[config.mk]
export PLATFORM = sky130hd
export DESIGN_NAME = mos6502_decode_stage
export DESIGN_NICKNAME = d
export VERILOG_FILES = /design/src/rtl/mos6502_decode_stage.sv
export SDC_FILE = /design/constraint.sdc
export NUM_CORES = 1
export LEC_CHECK = 0
export CORE_AREA = 3 3 82 84
export DETAILED_ROUTE_END_ITERATION = 7
export DIE_AREA = 0 0 85 87
export PLACE_DENSITY = 0.63
export SLEW_MARGIN = 10
export SYNTH_ARGS = -nofsm -noshare
export SYNTH_HDL_FRONTEND = slang
export SYNTH_SLANG_ARGS = --single-unit
[constraint.sdc]
create_clock -name clk_i -period 7.7 [get_ports clk_i]
set_clock_uncertainty 0.2 [all_clocks]
set_input_delay 1.54 -clock clk_i [delete_from_list [all_inputs] [get_ports clk_i]]
set_output_delay 1.54 -clock clk_i [all_outputs]
set_load 0.01 [all_outputs]
[src/rtl/mos6502_decode_stage.sv]
// Opcode decode stage: buffers fetched 6502 opcode bytes in a small FIFO and
// registers addressing mode / operand length / undocumented flag for the sequencer.
module mos6502_decode_stage #(
    parameter int DEPTH        = 4,
    parameter bit PASS_ILLEGAL = 1'b1
) (
    input  logic                     clk_i,
    input  logic                     rst_ni,
    input  logic                     flush_i,
    input  logic                     clr_err_i,
    input  logic                     fetch_valid_i,
    output logic                     fetch_ready_o,
    input  logic [7:0]               opcode_i,
    output logic                     dec_valid_o,
    input  logic                     dec_ready_i,
    output logic [7:0]               dec_opcode_o,
    output logic [3:0]               dec_mode_o,
    output logic [1:0]               dec_len_o,
    output logic                     dec_illegal_o,
    output logic [$clog2(DEPTH):0]   level_o,
    output logic                     illegal_seen_o
);
    localparam int AW = $clog2(DEPTH);
    localparam logic [AW:0] FULL = DEPTH[AW:0];
    localparam logic [AW:0] ONE  = 1;

    localparam logic [3:0] M_IMPL = 4'd0,  M_ACC  = 4'd1,  M_IMM  = 4'd2,
                           M_ZPG  = 4'd3,  M_ZPGX = 4'd4,  M_ZPGY = 4'd5,
                           M_ABS  = 4'd6,  M_ABSX = 4'd7,  M_ABSY = 4'd8,
                           M_IND  = 4'd9,  M_XIND = 4'd10, M_INDY = 4'd11,
                           M_REL  = 4'd12;

    logic [7:0]    r_mem [DEPTH];
    logic [AW-1:0] r_wptr, r_rptr;
    logic [AW:0]   r_level;
    logic          r_dvalid, r_dill, r_seen;
    logic [7:0]    r_dop;
    logic [3:0]    r_dmode;
    logic [1:0]    r_dlen;

    logic [7:0] w_head;
    logic [2:0] w_aaa, w_bbb;
    logic [1:0] w_cc;
    logic [3:0] w_mode;
    logic [1:0] w_len;
    logic       w_ill, w_push, w_pop, w_load;

    assign w_head = r_mem[r_rptr];
    assign w_aaa  = w_head[7:5];
    assign w_bbb  = w_head[4:2];
    assign w_cc   = w_head[1:0];

    // Decode follows the aaa/bbb/cc layout of the NMOS opcode matrix;
    // undocumented cells keep the impl/len-0 defaults and raise w_ill.
    always_comb begin
        w_mode = M_IMPL;
        w_ill  = 1'b0;
        case (w_cc)
            2'b01: case (w_bbb)
                3'b000: w_mode = M_XIND;
                3'b001: w_mode = M_ZPG;
                3'b010: if (w_aaa == 3'd4) w_ill = 1'b1; else w_mode = M_IMM;
                3'b011: w_mode = M_ABS;
                3'b100: w_mode = M_INDY;
                3'b101: w_mode = M_ZPGX;
                3'b110: w_mode = M_ABSY;
                default: w_mode = M_ABSX;
            endcase
            2'b10: case (w_bbb)
                3'b000: if (w_aaa == 3'd5) w_mode = M_IMM; else w_ill = 1'b1;
                3'b001: w_mode = M_ZPG;
                3'b010: w_mode = w_aaa[2] ? M_IMPL : M_ACC;
                3'b011: w_mode = M_ABS;
                3'b100: w_ill = 1'b1;
                3'b101: w_mode = (w_aaa == 3'd4 || w_aaa == 3'd5) ? M_ZPGY : M_ZPGX;
                3'b110: if (w_aaa != 3'd4 && w_aaa != 3'd5) w_ill = 1'b1;
                default: begin
                    if (w_aaa == 3'd4)      w_ill  = 1'b1;
                    else if (w_aaa == 3'd5) w_mode = M_ABSY;
                    else                    w_mode = M_ABSX;
                end
            endcase
            2'b00: case (w_bbb)
                3'b000: begin
                    if (w_aaa == 3'd1)      w_mode = M_ABS;
                    else if (w_aaa == 3'd4) w_ill  = 1'b1;
                    else if (w_aaa[2])      w_mode = M_IMM;
                end
                3'b001: if (w_aaa == 3'd0 || w_aaa == 3'd2 || w_aaa == 3'd3) w_ill = 1'b1;
                        else w_mode = M_ZPG;
                3'b010: w_mode = M_IMPL;
                3'b011: begin
                    if (w_aaa == 3'd0)      w_ill  = 1'b1;
                    else if (w_aaa == 3'd3) w_mode = M_IND;
                    else                    w_mode = M_ABS;
                end
                3'b100: w_mode = M_REL;
                3'b101: if (w_aaa == 3'd4 || w_aaa == 3'd5) w_mode = M_ZPGX; else w_ill = 1'b1;
                3'b110: w_mode = M_IMPL;
                default: if (w_aaa == 3'd5) w_mode = M_ABSX; else w_ill = 1'b1;
            endcase
            default: w_ill = 1'b1;
        endcase
    end

    always_comb begin
        case (w_mode)
            M_IMPL, M_ACC:                  w_len = 2'd0;
            M_ABS, M_ABSX, M_ABSY, M_IND:   w_len = 2'd2;
            default:                        w_len = 2'd1;
        endcase
    end

    assign fetch_ready_o = (r_level != FULL);
    assign w_push = fetch_valid_i && fetch_ready_o;
    assign w_pop  = (r_level != '0) && (!r_dvalid || dec_ready_i);
    assign w_load = w_pop && (PASS_ILLEGAL || !w_ill);

    always_ff @(posedge clk_i) begin
        if (w_push && !flush_i) r_mem[r_wptr] <= opcode_i;
    end

    always_ff @(posedge clk_i or negedge rst_ni) begin
        if (!rst_ni) begin
            r_wptr   <= '0;
            r_rptr   <= '0;
            r_level  <= '0;
            r_dvalid <= 1'b0;
            r_dop    <= 8'h00;
            r_dmode  <= 4'd0;
            r_dlen   <= 2'd0;
            r_dill   <= 1'b0;
        end else if (flush_i) begin
            r_wptr   <= '0;
            r_rptr   <= '0;
            r_level  <= '0;
            r_dvalid <= 1'b0;
        end else begin
            if (w_push) r_wptr <= r_wptr + 1'b1;
            if (w_pop)  r_rptr <= r_rptr + 1'b1;
            if (w_push && !w_pop)      r_level <= r_level + ONE;
            else if (!w_push && w_pop) r_level <= r_level - ONE;
            if (w_load) begin
                r_dvalid <= 1'b1;
                r_dop    <= w_head;
                r_dmode  <= w_mode;
                r_dlen   <= w_len;
                r_dill   <= w_ill;
            end else if (w_pop || dec_ready_i) begin
                r_dvalid <= 1'b0;
            end
        end
    end

    // A discarded (flushed) head never sets the sticky flag.
    always_ff @(posedge clk_i or negedge rst_ni) begin
        if (!rst_ni)                           r_seen <= 1'b0;
        else if (w_pop && w_ill && !flush_i)   r_seen <= 1'b1;
        else if (clr_err_i)                    r_seen <= 1'b0;
    end

    assign dec_valid_o    = r_dvalid;
    assign dec_opcode_o   = r_dop;
    assign dec_mode_o     = r_dmode;
    assign dec_len_o      = r_dlen;
    assign dec_illegal_o  = r_dill;
    assign level_o        = r_level;
    assign illegal_seen_o = r_seen;
endmodule
**After elaboration in Yosys (flattened, before gate mapping)**

Memory sizes are Yosys's and may differ from the RTL's.
Index checks and enable logic that the tools add are counted.

- Memories kept: 1
- Bits of input ports: 14
- Flip-flop bits (word level): 24
- Word-level logic and storage cells: 114
- Output and inout bits: 21
- Bits in writable memories: 32

- Bitwise operators: 1
- Add/sub/neg operators: 4
- Muxes and demuxes: 44
- Equal/unequal tests: 21
- Reductions and logical operators: 34

Memory list:

| name | words | bits a word | read ports | clocked after Yosys merged registers in | write ports | line | text |
|---|---|---|---|---|---|---|---|
| r_mem | 4 | 8 | 1 | 0 | 1 | 33 | `logic [7:0] r_mem [DEPTH];` |

Operators with widths:

| kind | number |
|---|---|
| case mux 4 bit (6 select lines) | 2 |
| case mux 4 bit (7 select lines) | 1 |
| 2-to-1 mux 2 bit | 9 |
| 2-to-1 mux 3 bit | 6 |
| 2-to-1 mux 1 bit | 17 |
| 2-to-1 mux 4 bit | 4 |
| equality test 3 bit, second input constant | 5 |
| equality test 3 x 2 -> 1 bit, second input constant | 4 |
| case mux 4 bit (3 select lines) | 1 |
| != test 3 bit, second input constant | 3 |
| nonzero test 3 bit | 3 |
| equality test 4 x 3 -> 1 bit, second input constant | 2 |
| equality test 4 bit, second input constant | 2 |
| logical AND 1 bit | 8 |
| OR reduction 4 bit | 2 |
| equality test 3 x 1 -> 1 bit, second input constant | 2 |
| logical NOT 3 bit | 2 |
| nonzero test 2 bit | 3 |
| OR reduction 2 bit | 3 |
| logical OR 1 bit | 5 |
| case mux 1 bit (5 select lines) | 1 |
| adder 2 x 1 -> 2 bit, second input constant | 2 |
| equality test 4 x 1 -> 1 bit, second input constant | 1 |
| logical NOT 1 bit | 4 |
| 12 further kinds | 12 |

**Longest topological paths before layout**

Gate-level depths: netlist of run 1.
An unclocked memory read counts as a cell.

- Word-level depth: 10
- Depth in mapped cells: 9
- Depth with buffers taken out: 9

**Worst setup path after synthesis of run 1**

OpenSTA, ideal clock, no wires.

- Path kind: input-to-reg
- From: input dec_ready_i
- To: register r_level[2], in the netlist level_o[2]
- Path buffers: 0
- Stages on the path: 8
- Data arrival time: 3.058 ns
- Setup slack: 4.310 ns
- Path through: inv_1 -> a21oi_1 -> nor2_1 -> fa_1 -> or3_1 -> nand2_1 -> xnor2_1 -> nor2_1

- Cells in the longest elaborated chain, start to end: 6
- Elaborated cells on any way between the ends: 8
- Those cells by class: mux: 2; reduce/logical: 6

Ends and longest elaborated chain:

| item | line | text |
|---|---|---|
| start, declared | 15 | `input logic dec_ready_i,` |
| logical OR 1 bit * | 116 | `assign w_pop = (r_level != '0) && (!r_dvalid \|\| dec_ready_i);` |
| logical AND 1 bit * | 116 |  |
| logical NOT 1 bit | 141 | `if (w_push && !w_pop) r_level <= r_level + ONE;` |
| logical AND 1 bit | 141 |  |
| 2-to-1 mux 3 bit | 141 |  |
| 2-to-1 mux 3 bit | 133 | `end else if (flush_i) begin` |
| end signal, assigned | 141 |  |
| end signal, assigned | 142 | `else if (!w_push && w_pop) r_level <= r_level - ONE;` |
| end, declared | 35 | `logic [AW:0] r_level;` |

Mark *: on every way between the ends. The rest lies on a longest branch, timed or not.
A chain may end at the register's enable or synchronous reset.

**Worst setup path in the final report of run 1**

Ends and elaborated chain as after synthesis.

==> results.tsv, run 1 <==
stage	metric	value	unit
sta	Final Hold Viols	0	
min_path	min-delay src	dec_opcode_o[5]$_DFFE_PN0P_	
placement	PortBufs	34	
sta	final setup vio count	0	
sta	Rel. slew slack	51.9	%
cts	later-pin clock latency in the skew report	300	ps
floorplanning	Die W	85	µm
sta	Slew Limit Fails	0	
power	switching power	0.000439	W
cts	CTS tree	built	
cells_and_area	Antenna Cells	0	
power	Peak VDD IR	0.155	mV
outcome	outcome	complete, no violations	
worst_setup_path	Worst Path Arrival	3700	ps
floorplanning	num rows	28	
drt	drt first pass iters	4	
cells_and_area	share of layout cells above drive strength 1	7.20	%
worst_setup_path	R2R setup slack	4540	ps
grt	met3 Use GR	3.03	%
grt	largest net degree at the start of global routing	25	
grt	M2 GR Usage	24.9	%
worst_setup_path	Worst setup SP type	input pin	
grt	Top Usage Layer GRT	met2	
drt	# DRC	0	
power	LEAKAGE	1.21	nW
power	Sequential Power Share	37.6	%
cts	post-CTS setup buffers	0	
cts	CTS Sinks	56	
logic_synthesis	synthesized area	2710	µm²
floorplanning	die area	7400	µm²
worst_setup_path	CP Capture Type	flip-flop	
drt	Via Count	1838	
cells_and_area	final core occ	52.9	%
logic_synthesis	EDFF count, synth	32	
floorplanning	Initial Util	45.3	%
cts	CTS root buf	clkbuf_8	
cts	CTS Hold Bufs	0	
min_path	WHS Path Cells	2	
cells_and_area	Post-layout nets	282	
cells_and_area	Synth-to-Final Area Change	16.9	%
cts	CTS Buffer Depth	2	
cts	clock-pin slew on the worst setup and hold paths	100	ps
cells_and_area	Design Area, Final	3170	µm²
min_path	Hold Path End	dec_opcode_o[5]$_DFFE_PN0P_	
logic_synthesis	synthesized net count	252	
placement	gpl congestion	0.829	
sta	post-route clock period utilization	48.2	%
power	Comb power frac	48.2	%
worst_setup_path	reg2reg end	dec_len_o[1]$_DFFE_PN0P_	
logic_synthesis	syn avg cell area	11.6	µm²
sta	fin crit period	3710	ps
worst_setup_path	Reg2Reg Launch Point	r_rptr[0]$_DFFE_PN0P_	
drt	drt first-iter violations	132	
logic_synthesis	post-synthesis async set-or-reset flop share	42.9	%
logic_synthesis	synth unique cells	44	
drt	routed wire length	5140	µm
logic_synthesis	register area share after synthesis	57.6	%
sta	RSZ-0062 raised after global routing	false	
power	Clock Power Share	14.2	%
grt	initial antenna violation count	0	
job	MaxCap Viol Count	0	
floorplanning	IO Count	35	
logic_synthesis	#FFs+latches synth	56	
power	Int Power	0.000701	W
worst_setup_path	Crit Path Category	in -> reg	
drt	vias per std cell	5.42	
cts	TritonCTS Buffers	5	
worst_setup_path	crit path max fanout	8	
sta	maximum clock frequency	0.269	GHz
logic_synthesis	Yosys top cell by area	edfxtp_1	
floorplanning	core box area	5990	µm²
worst_setup_path	Critical Path RT	7690	ps
cts	htree depth	2	
logic_synthesis	ys flop type	edfxtp_1	
logic_synthesis	top post-synthesis cells by area	edfxtp_1, dfrtp_1, mux4_2	
power	sw frac	38.5	%
logic_synthesis	Yosys warning count	0	
grt	met1 GRT Util	19.3	%
sta	Tightest Pin Transition	720	ps
grt	vias in the first global route	1815	
drt	Routed Antenna Nets	0	
worst_setup_path	CP startpoint	dec_ready_i	
placement	DPL Wire Length	3610	µm
logic_synthesis	Post-synth top cells	nand2_1, edfxtp_1, dfrtp_1	
power	pwr/cell area	360	nW/µm²
logic_synthesis	area share of the largest cell type after synthesis	35.4	%
floorplanning	die span in y	87	µm
logic_synthesis	count leader, synth	nand2_1	
placement	Post-Place Cells	331	
grt	grt ovf	0	
drt	routed wire length per instance	15.2	µm
worst_setup_path	R2R depth	7	
grt	first-pass GRT wire length	8650	µm
placement	placed instance area	3080	µm²
sta	setup_tns	0	ps
power	Final Power	0.00114	W
grt	GRT Total Usage	14.7	%
min_path	Hold WC Path Type	reg -> reg	
logic_synthesis	Synth Instances	233	
cts	PostCTS Resize Cnt	0	
cells_and_area	Layout Cells excl Fill	339	
cell type report:
type,instances,area (µm²)
clock buffers,5,68.8
clock inverters,3,23.8
fillers,533,2820
inverters,9,33.8
multi-input cells,157,1050
flip-flops and latches,56,1560
well taps,75,93.8
repair buffers,34,335
worst max-delay path, stage by stage:
cell	delay [ps]
clkdlybuf4s50_1	450
inv_1	50
a21oi_1	500
nor2_1	140
fa_1	400
or3_1	380
nand2_1	80
xnor2_1	110
nor2_1	50
flip-flops by register name, summed over array words and instances, names as in the netlist:
name and cells:
level_o 3, dec_opcode_o 8, r_mem 32, dec_illegal_o 1, r_rptr 2, dec_valid_o 1, dec_mode_o 4, r_wptr 2
dec_len_o 2, illegal_seen_o 1
per-stage QoR:
| step | setup WS (ps) | hold WS (ps) |
|---|---|---|
| 2_1_floorplan | 4310 | 314 |
| 3_3_place_gp | 3700 | 262 |
| 3_5_place_dp | 3660 | 265 |
| 4_1_cts | 4000 | 289 |
| 5_1_grt | 3770 | 307 |
| 6_report | 3990 | 284 |
per-layer routing:
metal  up-vias  share of wire [%]  wire length, µm
li1        896                  -                -
met5         -                  0                0
met4         0               0.93               48
met2        50                 49             2520
met3         6                4.5              229
met1       886                 46             2340
how the worst max path moves through the flow:
stage,endpoint,cells past startpoint
2_1_floorplan,level_o[2]$_DFFE_PN0P_,8
3_3_place_gp,level_o[2]$_DFFE_PN0P_,9
3_5_place_dp,level_o[2]$_DFFE_PN0P_,9
4_1_cts,dec_illegal_o$_DFFE_PN0P_,7
5_1_grt,dec_illegal_o$_DFFE_PN0P_,7
6_report,level_o[2]$_DFFE_PN0P_,9
cell usage in the layout (no fill, tap or decap), types with 2 or more instances in the layout:
master            n
a21oi_1          14
a211oi_1          2
clkbuf_8          5
a21o_1            5
inv_1             7
clkdlybuf4s50_1  33
a211o_1           3
clkinvlp_4        2
o211ai_1          2
o21ai_0          10
nor2_1           16
o21bai_1          3
a31oi_1           5
xnor2_1           6
nand2b_1          4
o22ai_1           2
dfrtp_1          24
clkinv_1          2
or3_1             4
nand3_1           4
and2_1            5
a2bb2oi_1         2
nor2b_1           4
ha_1              4
nor3_1            4
mux4_2            8
nand2_1          35
edfxtp_1         32
kinds of logic after synthesis:
| family | Yosys count | share of synthesized area (%) |
|---|---|---|
| and+or+nand+nor | 82 | 14.2 |
| adders and majority gates | 6 | 2.95 |
| xor gates and xnor gates | 7 | 2.26 |
| buffers and inverters | 20 | 3.60 |
| muxes | 9 | 7.01 |
| AOI/OAI and AO/OA | 53 | 12.5 |
| DFF | 56 | 57.6 |
power by group through the flow:
stage / Clock, W / Sequential (W) / Combinational, W
after floorplan: 0 / 0.000439 / 0.000375
after global placement: 0 / 0.000437 / 0.000544
after detailed placement: 0 / 0.000438 / 0.000548
after CTS: 0.000169 / 0.000432 / 0.000549
after global routing: 0.000177 / 0.000441 / 0.000603
final: 0.000162 / 0.000429 / 0.000550
Note: power is estimated with default switching activity, not from simulation.
==> run 2: changes to the inputs <==
- clock period: 7.7 -> 3.71 ns (I/O delays scaled with it)
==> results.tsv, run 2 (same netlist as run 1, synthesis figures left out) <==
stage	metric	value	unit
grt	largest net degree at the start of global routing	25	
cells_and_area	Top reg by flops	r_mem	
cells_and_area	FILL cells	540	
power	LEAKAGE	1.24	nW
cells_and_area	area of the multi-input gates	1050	µm²
drt	routed wire length	5170	µm
cells_and_area	share of layout cells above drive strength 1	8.21	%
drt	routed wire length per instance	15.1	µm
floorplanning	num rows	28	
grt	first-pass GRT wire length	8630	µm
worst_setup_path	Reg2Reg Launch Point	r_rptr[0]$_DFFE_PN0P_	
cells_and_area	Post-layout nets	286	
worst_setup_path	CP Capture Type	flip-flop	
job	MaxCap Viol Count	0	
min_path	WHS Path Cells	2	
worst_setup_path	Crit Path Category	reg -> reg	
sta	Final Hold Viols	0	
sta	fin crit period	3030	ps
cells_and_area	commonest non-fill, non-tap cell in the layout	nand2_1	
grt	grt ovf	0	
worst_setup_path	R2R depth	7	
cts	clock-pin slew on the worst setup and hold paths	100	ps
sta	maximum clock frequency	0.331	GHz
floorplanning	die area	7400	µm²
grt	initial antenna violation count	0	
drt	vias per std cell	5.38	
drt	# DRC	0	
floorplanning	die span in y	87	µm
placement	DPL Wire Length	3660	µm
cells_and_area	Antenna Cells	0	
cts	later-pin clock latency in the skew report	310	ps
cells_and_area	commonest non-fill, non-tap cells in the layout	nand2_1, clkdlybuf4s50_1, edfxtp_1, dfrtp_1, nor2_1	
worst_setup_path	Critical Path RT	3710	ps
floorplanning	Die W	85	µm
sta	final setup vio count	0	
worst_setup_path	Worst setup SP type	flip-flop	
cts	CTS tree	built	
worst_setup_path	crit path max fanout	14	
sta	Tightest Pin Transition	571	ps
drt	Routed Antenna Nets	0	
sta	RSZ-0062 raised after global routing	false	
grt	GRT Total Usage	14.7	%
outcome	outcome	complete, no violations	
worst_setup_path	reg2reg end	dec_len_o[1]$_DFFE_PN0P_	
cells_and_area	Synth-to-Final Area Change	18.3	%
cts	post-CTS setup buffers	0	
drt	drt first-iter violations	110	
sta	setup_tns	0	ps
grt	vias in the first global route	1818	
power	Peak VDD IR	0.310	mV
sta	Slew Limit Fails	0	
cts	htree depth	2	
min_path	Hold WC Path Type	reg -> reg	
cells_and_area	max FFs per register	32	
cts	CTS Sinks	56	
cts	PostCTS Resize Cnt	0	
cts	CTS root buf	clkbuf_8	
cts	TritonCTS Buffers	5	
cts	CTS Buffer Depth	2	
cells_and_area	Layout Cells excl Fill	343	
placement	PortBufs	34	
cts	CTS Hold Bufs	0	
floorplanning	IO Count	35	
floorplanning	core box area	5990	µm²
worst_setup_path	Worst Path Arrival	3030	ps
placement	gpl congestion	0.917	
min_path	Hold Path End	dec_opcode_o[1]$_DFFE_PN0P_	
power	pwr/cell area	743	nW/µm²
cells_and_area	Sequential cell area	1560	µm²
worst_setup_path	R2R setup slack	680	ps
sta	Rel. slew slack	62.0	%
min_path	min-delay src	dec_opcode_o[1]$_DFFE_PN0P_	
placement	Post-Place Cells	335	
drt	drt first pass iters	4	
floorplanning	Initial Util	45.3	%
sta	post-route clock period utilization	81.6	%
drt	Via Count	1846	
## run 2: changes by cell type in the layout (fill, tap and decap cells not counted), sizes merged
cell           change
clkinv             +1
clkdlybuf4s50      +1
buf                +3
clkinvlp           -2
inv                +1
## run 2: through the flow
step	total power (W)	setup WS, ps	cell area [µm²]	hold WS, ps	utilization (%)
after floorplan	0.00169	1120	2710	246	-
after detailed placement	0.00206	713	3110	263	52.0
after global routing	0.00258	527	3210	314	53.6
after CTS	0.00241	702	3210	287	53.6
after global placement	0.00205	752	3110	259	52.0
final	0.00238	684	3210	278	53.6
## run 2: per-layer routing
metal / global-route usage, % / vias to the layer above / share of wire [%]
li1: - / 909 / -
met1: 18.5 / 875 / 44
met2: 24.8 / 49 / 50
met3: 3.31 / 13 / 4.4
met4: 5.76 / 0 / 2.0
met5: 0 / - / 0
## run 2: report_power, final
group,switching (W),leakage [nW],internal [W],total [W]
Combinational,0.000609,0.592,0.000549,0.00116
Sequential,0.0000929,0.595,0.000790,0.000883
Clock,0.000205,0.0487,0.000138,0.000343
## run 2: worst max-delay path by stage
stage / from / end / slack, ps
2_1_floorplan: dec_ready_i / level_o[2]$_DFFE_PN0P_ / 1120
3_3_place_gp: r_rptr[0]$_DFFE_PN0P_ / dec_len_o[1]$_DFFE_PN0P_ / 750
3_5_place_dp: r_rptr[0]$_DFFE_PN0P_ / dec_len_o[1]$_DFFE_PN0P_ / 710
4_1_cts: r_rptr[0]$_DFFE_PN0P_ / dec_len_o[1]$_DFFE_PN0P_ / 700
5_1_grt: r_rptr[0]$_DFFE_PN0P_ / dec_len_o[1]$_DFFE_PN0P_ / 530
6_report: r_rptr[0]$_DFFE_PN0P_ / dec_len_o[1]$_DFFE_PN0P_ / 680
## run 2: worst max-delay path: stages (launching register included)
cell and delay (ps):
dfrtp_1 640, mux4_2 710, and3b_1 300, o21ai_1 130, a211o_1 290, o32ai_1 240, o211ai_1 180, a31o_1 240
## run 2: area by class of cell
| cell class | count | area share, % |
|---|---|---|
| sequential | 56 | 48.7 |
| multi-input combinational | 157 | 32.8 |
| timing repair buffer | 38 | 11.5 |
| tap | 75 | 2.93 |
| clock buffer | 5 | 2.15 |
| inverter | 9 | 1.05 |
| clock inverter | 3 | 0.819 |
